==> config.mk <==
export PLATFORM = sky130hd
export DESIGN_NAME = hx711_ctrl
export DESIGN_NICKNAME = d
export VERILOG_FILES = /design/src/rtl/hx711_ctrl.sv
export SDC_FILE = /design/constraint.sdc
export NUM_CORES = 1
export LEC_CHECK = 0
export CORE_MARGIN = 2
export CORE_UTILIZATION = 40
export CTS_BUF_LIST = sky130_fd_sc_hd__clkbuf_16
export DETAILED_ROUTE_END_ITERATION = 16
export MAX_ROUTING_LAYER = met4
export PLACE_DENSITY = 0.68
export SETUP_SLACK_MARGIN = 0.05
export SYNTH_ARGS = -nofsm -noshare
export SYNTH_HDL_FRONTEND = slang
export SYNTH_SLANG_ARGS = --single-unit
==> constraint.sdc <==
create_clock -name clk -period 10.6 [get_ports clk]
set_clock_uncertainty 0.15 [all_clocks]
set_input_delay 2.12 -clock clk [delete_from_list [all_inputs] [get_ports clk]]
set_output_delay 2.12 -clock clk [all_outputs]
set_load 0.02 [all_outputs]
==> src/rtl/hx711_ctrl.sv <==
// hx711_ctrl: HX711 load-cell ADC sequencer with gain select,
// conversion discard, box-car averaging and tare offset.
module hx711_ctrl #(
    parameter int SCK_HALF    = 50,
    parameter int TIMEOUT_CYC = 25_000_000,
    parameter int PD_CYC      = 4000,
    parameter int AVG_LOG2    = 2
) (
    input  logic        clk,
    input  logic        rst,
    input  logic        en,
    input  logic        pwr_down,
    input  logic [1:0]  gain_sel,
    input  logic        tare,
    input  logic        Dout,
    output logic        PD_SCK,
    output logic [23:0] raw,
    output logic        raw_valid,
    output logic [23:0] net,
    output logic        net_valid,
    output logic        tare_busy,
    output logic        timeout,
    output logic        busy
);
    localparam int AW = 24 + AVG_LOG2;
    localparam int CW = AVG_LOG2 + 1;
    localparam logic [CW-1:0] CNT_LAST = CW'((1 << AVG_LOG2) - 1);
    localparam logic [15:0]   HI_LAST  = 16'(SCK_HALF - 1);
    localparam logic [15:0]   LO_LAST  = 16'(2 * SCK_HALF - 1);
    localparam logic [31:0]   TO_LAST  = 32'(TIMEOUT_CYC - 1);
    localparam logic [31:0]   PD_LAST  = 32'(PD_CYC - 1);

    typedef enum logic [2:0] {IDLE, WAIT_RDY, SHIFT, DONE, PWRDN} state_t;

    state_t               state_q, state_d;
    logic                 ds1_q, dsync_q, en_q;
    logic [31:0]          timer_q, timer_d;
    logic [15:0]          hcnt_q, hcnt_d;
    logic [4:0]           pcnt_q, pcnt_d, n_q, n_d, nsel;
    logic [23:0]          sample_q, sample_d;
    logic signed [AW-1:0] acc_q, acc_d, sum;
    logic [CW-1:0]        cnt_q, cnt_d;
    logic [23:0]          off_q, off_d, avg, sat;
    logic signed [24:0]   diff;
    logic                 discard_q, discard_d, sck_q, sck_d;
    logic [23:0]          raw_q, raw_d, net_q, net_d;
    logic                 rv_q, rv_d, nv_q, nv_d;
    logic                 tbusy_q, tbusy_d, tmo_q, tmo_d;

    always_comb begin
        unique case (gain_sel)
            2'd1:    nsel = 5'd26;
            2'd2:    nsel = 5'd27;
            default: nsel = 5'd25;
        endcase
    end

    assign sum  = acc_q + AW'($signed(sample_q));
    assign avg  = 24'(sum >>> AVG_LOG2);
    assign diff = 25'($signed(avg)) - 25'($signed(off_q));
    // Overflow of the 25-bit difference shows as bit 24 != bit 23
    assign sat  = (diff[24] != diff[23]) ?
                  (diff[24] ? 24'h800000 : 24'h7FFFFF) : diff[23:0];

    always_comb begin
        state_d   = state_q;
        timer_d   = timer_q;
        hcnt_d    = hcnt_q;
        pcnt_d    = pcnt_q;
        n_d       = n_q;
        sample_d  = sample_q;
        acc_d     = acc_q;
        cnt_d     = cnt_q;
        off_d     = off_q;
        discard_d = discard_q;
        raw_d     = raw_q;
        net_d     = net_q;
        rv_d      = 1'b0;
        nv_d      = 1'b0;
        tbusy_d   = tbusy_q;
        tmo_d     = tmo_q;
        if (en && !en_q) tmo_d = 1'b0;
        if (pwr_down && state_q != PWRDN) begin
            state_d = PWRDN;
        end else begin
            unique case (state_q)
                IDLE: if (en) state_d = WAIT_RDY;
                WAIT_RDY: begin
                    timer_d = timer_q + 32'd1;
                    if (!en) begin
                        state_d = IDLE;
                    end else if (!dsync_q) begin
                        state_d  = SHIFT;
                        n_d      = nsel;
                        hcnt_d   = '0;
                        pcnt_d   = '0;
                        sample_d = '0;
                        if (nsel != n_q) begin
                            discard_d = 1'b1;
                            acc_d     = '0;
                            cnt_d     = '0;
                        end
                    end else if (timer_q == TO_LAST) begin
                        tmo_d   = 1'b1;
                        state_d = PWRDN;
                    end
                end
                SHIFT: begin
                    if (hcnt_q == HI_LAST && pcnt_q < 5'd24)
                        sample_d = {sample_q[22:0], dsync_q};
                    if (hcnt_q == LO_LAST) begin
                        hcnt_d = '0;
                        pcnt_d = pcnt_q + 5'd1;
                        if (pcnt_q == n_q - 5'd1) state_d = DONE;
                    end else begin
                        hcnt_d = hcnt_q + 16'd1;
                    end
                end
                DONE: begin
                    state_d = en ? WAIT_RDY : IDLE;
                    if (discard_q) begin
                        discard_d = 1'b0;
                    end else begin
                        raw_d = sample_q;
                        rv_d  = 1'b1;
                        if (cnt_q == CNT_LAST) begin
                            acc_d = '0;
                            cnt_d = '0;
                            nv_d  = 1'b1;
                            if (tbusy_q) begin
                                off_d   = avg;
                                tbusy_d = 1'b0;
                                net_d   = '0;
                            end else begin
                                net_d = sat;
                            end
                        end else begin
                            acc_d = sum;
                            cnt_d = cnt_q + CW'(1);
                        end
                    end
                end
                PWRDN: begin
                    if (timer_q != PD_LAST) begin
                        timer_d = timer_q + 32'd1;
                    end else if (!pwr_down) begin
                        state_d   = en ? WAIT_RDY : IDLE;
                        discard_d = 1'b1;
                    end
                end
                default: state_d = IDLE;
            endcase
        end
        if (tare) tbusy_d = 1'b1;
        if (state_d != state_q) timer_d = '0;
        // The HX711 wakes up in A/128, so forget the previous gain
        if (state_d == PWRDN && state_q != PWRDN) begin
            acc_d = '0;
            cnt_d = '0;
            n_d   = 5'd25;
        end
        sck_d = (state_d == PWRDN) ||
                (state_d == SHIFT && hcnt_d < 16'(SCK_HALF));
    end

    always_ff @(posedge clk or posedge rst) begin
        if (rst) begin
            state_q   <= IDLE;
            ds1_q     <= 1'b1;
            dsync_q   <= 1'b1;
            en_q      <= 1'b0;
            timer_q   <= '0;
            hcnt_q    <= '0;
            pcnt_q    <= '0;
            n_q       <= 5'd25;
            sample_q  <= '0;
            acc_q     <= '0;
            cnt_q     <= '0;
            off_q     <= '0;
            discard_q <= 1'b1;
            sck_q     <= 1'b0;
            raw_q     <= '0;
            net_q     <= '0;
            rv_q      <= 1'b0;
            nv_q      <= 1'b0;
            tbusy_q   <= 1'b0;
            tmo_q     <= 1'b0;
        end else begin
            state_q   <= state_d;
            ds1_q     <= Dout;
            dsync_q   <= ds1_q;
            en_q      <= en;
            timer_q   <= timer_d;
            hcnt_q    <= hcnt_d;
            pcnt_q    <= pcnt_d;
            n_q       <= n_d;
            sample_q  <= sample_d;
            acc_q     <= acc_d;
            cnt_q     <= cnt_d;
            off_q     <= off_d;
            discard_q <= discard_d;
            sck_q     <= sck_d;
            raw_q     <= raw_d;
            net_q     <= net_d;
            rv_q      <= rv_d;
            nv_q      <= nv_d;
            tbusy_q   <= tbusy_d;
            tmo_q     <= tmo_d;
        end
    end

    assign PD_SCK    = sck_q;
    assign raw       = raw_q;
    assign raw_valid = rv_q;
    assign net       = net_q;
    assign net_valid = nv_q;
    assign tare_busy = tbusy_q;
    assign timeout   = tmo_q;
    assign busy      = (state_q != IDLE) && (state_q != PWRDN);
endmodule

Yosys cells after proc, flatten, opt, wreduce, memory -nomap -nowiden
Cells that the tools add are included.
- bits in registers: 195
- input port bits: 8
- output and inout port bits: 54
- logic and storage cells: 171
- add/sub/neg operators: 7
- $lt $le $gt $ge: 2
- eq/ne operators: 35
- mux-type cells: 77
- bitwise gates (word level): 2
- reduce and logical (&&, ||, !) cells: 28
- operators by type and width (cell ; count):
    26-bit 2-to-1 mux ; 7
    24-bit 2-to-1 mux ; 6
    32-bit 2-to-1 mux ; 3
    16-bit 2-to-1 mux ; 4
    32-bit one-hot mux with 2 select lines ; 1
    26-bit one-hot mux with 2 select lines ; 1
    3-bit 2-to-1 mux ; 16
    24-bit one-hot mux with 2 select lines ; 1
    5-bit 2-to-1 mux ; 8
    32-bit by 1-bit adder with 32-bit output, second input constant ; 1
    32-bit by 25-bit == test with 1-bit output, second input constant ; 1
    32-bit by 12-bit inequality test with 1-bit output, second input constant ; 1
    16-bit one-hot mux with 2 select lines ; 1
    26-bit by 24-bit adder with 26-bit output ; 1
    24-bit by 24-bit subtractor with 25-bit output ; 1
    1-bit 2-to-1 mux ; 24
    2-bit inequality test, second input constant ; 9
    3-bit inequality test, second input constant ; 6
    16-bit by 1-bit adder with 16-bit output, second input constant ; 1
    16-bit by 6-bit == test with 1-bit output, second input constant ; 1
    16-bit by 7-bit == test with 1-bit output, second input constant ; 1
    16-bit by 6-bit < comparator with 1-bit output, second input constant ; 1
    3-bit one-hot mux with 5 select lines ; 1
    5-bit AND reduction ; 3
    29 further kinds ; 51

Depth between registers and ports, before layout
- depth in word-level cells: 10
- depth in mapped cells: 20
- depth with buffers taken out: 19

Least setup slack after synthesis
Ideal clock, no wire load.
- path kind: flip-flop to flip-flop
- start: reg sample_q[0]
- end: reg net_q[16] (netlist: net[16])
- setup time: 126 ps
- data arrival time: 4914 ps
- data required time: 10324 ps
- slack: 5410 ps
- cell stages (with the launch flop): 21
- path buffers: 1
- period minus slack after synthesis: 5190 ps
- path through: dfrtp_1 -> ha_1 -> fa_1 -> a211oi_1 -> o21ai_0 -> nand3_1 -> a21boi_0 -> o41ai_1 -> o22ai_1 -> mux2i_1 -> nand2_1 -> ha_1 -> nor3_1 -> nor2_1 -> a221o_1 -> or3_4 -> a31oi_4 -> xor2_1 -> buf_6 -> nor3_4 -> a221o_1
- word-level cells in the longest chain between the ends: 5
- elaborated cells on any way between the ends: 6
- those cells by class: add/sub (2); eq/ne (1); mux (3)
- ends and longest elaborated chain (element ; RTL line ; RTL):
    from (decl) ; 40 ; logic [23:0] sample_q, sample_d;
    from (signal assigned) ; 197 ; sample_q <= sample_d;
    26-bit by 24-bit adder with 26-bit output (*) ; 58 ; assign sum = acc_q + AW'($signed(sample_q));
    via sum[22] ; 41 ; logic signed [AW-1:0] acc_q, acc_d, sum;
    24-bit by 24-bit subtractor with 25-bit output (*) ; 60 ; assign diff = 25'($signed(avg)) - 25'($signed(off_q));
    24-bit 2-to-1 mux or 1-bit inequality test (tied branches) ; 63, 62 ;
    24-bit 2-to-1 mux (*) ; 62 ; assign sat = (diff[24] != diff[23]) ?
    24-bit 2-to-1 mux (*) ; 130 ; if (tbusy_q) begin
    to (signal assigned) ; 204 ; net_q <= net_d;
    to (decl) ; 46 ; logic [23:0] raw_q, raw_d, net_q, net_d;
Mark *: on every way through the listed nets, which the timed path passes. The rest lies on a longest branch.
A chain may end at the register's enable or synchronous reset.

Worst setup path after layout
- start: reg sample_q[0]
- end: reg net_q[0] (netlist: net[0])
Same word-level chain as after synthesis.

==> flow_metrics.env <==
export IMPL_power_density_nw_per_um2=118
export IMPL_synth_area_sq_um=11000
export IMPL_worst_slew_margin_pct=32.9
export IMPL_detail_route_iter0_violations=504
export IMPL_final_net_count=1281
export IMPL_synth_warning_count=0
export IMPL_finalWirelength_mm=24.5
export IMPL_hpwlAfterDp_mm=17.7
export IMPL_wirelength_met1_mm=12.0
export IMPL_required_ns=10.77
export IMPL_avgSynthCellArea_sq_um=9.51
export IMPL_initial_antenna_violation_count=0
export IMPL_grt_total_usage_pct=18.1
export IMPL_total_leakage_power_nw=5.71
export IMPL_finalMaxSlewViolations=0
export IMPL_dieHeight_um=170
export IMPL_crit_path_max_incr_delay_ns=0.81
export IMPL_cts_resized=0
export IMPL_timing_final_setup_violations=0
export IMPL_grt_remaining_overflow=0
export IMPL_placementRows=60
export IMPL_die_width_um=170
export IMPL_ys_ff_latch=192
export IMPL_synth_top_area_share_pct=42.6
export IMPL_maximum_clock_frequency_mhz=154
export IMPL_worstPathCellList="ha_1, fa_1, a211oi_1, o21ai_0, nand3_1, a21boi_0, o41ai_1, o22ai_1, mux2i_1, nand2_1, ha_1, nor3_1, nor2_1, a221o_1, or3_4, a31oi_4, xor2_1, a21oi_2, a221o_1"
export IMPL_timing_final_crit_period_ns=6.47
export IMPL_comb_power_share_pct=4.5
export IMPL_setup_tns_final_ns=0
export IMPL_critPathMaxFanout=11
export IMPL_synth_seq_area_share_pct=43.5
export IMPL_cts_hold_buffers_added=0
export IMPL_io_pins=62
export IMPL_hp_class="reg -> reg"
export IMPL_syn_num_nets=1227
export IMPL_critical_path_n_buffers_inverters=0
export IMPL_place_congestion=0.865
export IMPL_route_detailed_drc=0
export IMPL_final_layout_size_suffix_gt1_share_pct=8.71
export IMPL_postSynthCellCount=1161
export IMPL_buffer_ports_inserted=61
export IMPL_cts_setup_buffers=0
export IMPL_post_drt_wl_per_cell_um=15.6
export IMPL_cp_end_kind="flip-flop"
export IMPL_floorplan_initialDensity_pct=40.9
export IMPL_drt_antenna_violating_nets=0
export IMPL_cts_tree="done"
export IMPL_max_vdd_ir_drop_mv=0.117
export IMPL_cts_buf_count=17
export IMPL_post_drt_via_cell_ratio=5.48
export IMPL_clk_root_buffer_cell="sky130_fd_sc_hd__clkbuf_16"
export IMPL_worstSkewPairLatency_ns=0.44
export IMPL_grt_start_max_net_pins=120
export IMPL_yosys_most_used_dff="sky130_fd_sc_hd__dfrtp_1"
export IMPL_path_class="reg -> reg"
export IMPL_path_delay_family="compound AO/OA/AOI/OAI gates"
export IMPL_yosys_top_cells_area="sky130_fd_sc_hd__dfrtp_1 43%, sky130_fd_sc_hd__ha_1 6.3%, sky130_fd_sc_hd__nand2_1 4.2%"
export IMPL_tritoncts_num_sinks=192
export IMPL_vias=8593
export IMPL_syn_to_final_growth_pct=14.1
export IMPL_pwr_share_clk_pct=43.8
export IMPL_postSynth_asyncResetShare_pct=100
export IMPL_highest_layer="met4"
export IMPL_worst_hold_margin_ns=0.207
export IMPL_core_area_sq_um=27000
export IMPL_netlist_top_cell_by_area="sky130_fd_sc_hd__dfrtp_1"
export IMPL_power_internal_w=0.00111
export IMPL_status="finished clean"
export IMPL_synth_enable_flop_cells=0
export IMPL_die_area_sq_um=29000
export IMPL_wire_length_of_the_first_global_routing_pass_mm=41.3
export IMPL_min_period_over_period_pct=61.1
export IMPL_routed_wl_met2_mm=11.4
export IMPL_clkSlewWorstSetupHoldPaths_ns=0.08
export IMPL_synthTopCellsByCount="188 x sky130_fd_sc_hd__dfrtp_1, 124 x sky130_fd_sc_hd__nand2_1, 112 x sky130_fd_sc_hd__nor2_1"
export IMPL_power_switching_w=0.000376
export IMPL_power_frac_seq_pct=51.7
export IMPL_cap_violations=0
export IMPL_cts_htree_levels=4
export IMPL_detailroute_wirelength_met3_um=758
export IMPL_post_synth_top_count_cell="sky130_fd_sc_hd__dfrtp_1"
export IMPL_dpl_worst_slack_ns=4.16
export IMPL_number_of_library_cell_types_mapped_by_synthesis=88
export IMPL_cp_start_kind="flip-flop"
export IMPL_crit_arrival_ns=6.64
export IMPL_detailedRoute_firstPassIterationCount=5
export IMPL_clock_tree_buffer_depth=2
export IMPL_post_route_worst_setup_slack_ns=4.13
export IMPL_switching_share_pct=25.3
export IMPL_vias_in_the_first_global_route=8208
export IMPL_antennaDiodeCount=0
export IMPL_rsz_0062_raised_after_global_routing="false"
export IMPL_cpMaxStageDelayCell="sky130_fd_sc_hd__xor2_1"
export IMPL_final_hold_violation_count=0
export IMPL_worstMarginPinSlew_ns=1.00
-- area by class of cell --
| cell class | count | area, sq um |
|---|---|---|
| fill | 2549 | 14400 |
| clock inverter | 15 | 168 |
| clock buffer | 17 | 425 |
| timing repair buffer | 73 | 701 |
| inverter | 60 | 233 |
| multi-input combinational | 871 | 5840 |
| tap | 341 | 427 |
| sequential | 192 | 4810 |
-- metal layers --
metal	vias to the layer above	track usage [%]
li1	4261	-
met1	4184	24.4
met2	127	28.7
met3	21	2.84
met4	0	4.20
met5	-	-
-- power groups by stage --
stage | combinational, W | clock, W | sequential (W)
after global routing | 0.0000796 | 0.000698 | 0.000772
after floorplan | 0.0000509 | 0 | 0.000779
after detailed placement | 0.0000688 | 0 | 0.000783
after global placement | 0.0000662 | 0 | 0.000782
after CTS | 0.0000693 | 0.000667 | 0.000769
final | 0.0000672 | 0.000652 | 0.000769
-- final timing paths --
kind / cells after the start / end / slack [ns] / start
worst max-delay path: 19 / net[0] / 4.13 / sample_q[0]
worst min-delay path: 0 / dsync_q / 0.21 / ds1_q
worst max register to register: 19 / net[0] / 4.13 / sample_q[0]
worst min register to register: 0 / dsync_q / 0.21 / ds1_q
max in group asynchronous: 3 / off_q[11] / 6.79 / rst
min in group asynchronous: 2 / hcnt_q[1] / 2.08 / rst
-- cells in the final DEF, fill, tap and decap left out, types with 11 or more instances in the layout --
| master | netlist | final |
|---|---|---|
| sky130_fd_sc_hd__a21o_1 | 15 | 15 |
| sky130_fd_sc_hd__a21oi_1 | 41 | 40 |
| sky130_fd_sc_hd__a221o_1 | 11 | 11 |
| sky130_fd_sc_hd__a22o_1 | 25 | 25 |
| sky130_fd_sc_hd__and3_1 | 14 | 14 |
| sky130_fd_sc_hd__buf_4 | 2 | 12 |
| sky130_fd_sc_hd__clkbuf_16 | 0 | 17 |
| sky130_fd_sc_hd__clkdlybuf4s50_1 | 0 | 61 |
| sky130_fd_sc_hd__dfrtp_1 | 188 | 188 |
| sky130_fd_sc_hd__ha_1 | 56 | 56 |
| sky130_fd_sc_hd__inv_1 | 60 | 60 |
| sky130_fd_sc_hd__maj3_1 | 13 | 13 |
| sky130_fd_sc_hd__mux2_2 | 29 | 29 |
| sky130_fd_sc_hd__mux2i_1 | 18 | 18 |
| sky130_fd_sc_hd__nand2_1 | 124 | 124 |
| sky130_fd_sc_hd__nand3_1 | 27 | 27 |
| sky130_fd_sc_hd__nand4_1 | 20 | 20 |
| sky130_fd_sc_hd__nor2_1 | 112 | 111 |
| sky130_fd_sc_hd__nor3_1 | 27 | 26 |
| sky130_fd_sc_hd__o21ai_0 | 91 | 91 |
| sky130_fd_sc_hd__xnor2_1 | 39 | 39 |
| sky130_fd_sc_hd__xor2_1 | 38 | 38 |
-- state kept, by name, summed over array words and instances (netlist names), 2 cells and up --
register  count
acc_q        26
cnt_q         3
hcnt_q       16
n_q           2
net          24
off_q        24
pcnt_q        5
raw          24
sample_q     24
state_q       3
timer_q      32
-- through the flow --
| step | cells | area [sq um] | util (%) | power [W] |
|---|---|---|---|---|
| after floorplan | 1161 | 11000 | - | 0.000830 |
| after global placement | 1537 | 12000 | 44.4 | 0.000848 |
| after detailed placement | 1537 | 12000 | 44.4 | 0.000852 |
| after CTS | 1569 | 12600 | 46.6 | 0.00151 |
| after global routing | 1569 | 12600 | 46.6 | 0.00155 |
| final | 1569 | 12600 | 46.6 | 0.00149 |
-- cells by family after synthesis --
kind of cell,after synthesis,synth area share (%)
compound gates,272,16.5
xor+xnor,77,6.11
fa+ha+maj,71,7.88
buf+inv,98,3.72
flops,192,43.5
mux,47,4.59
simple gates,404,17.7
No activity file was read; power rests on OpenSTA's default activity.
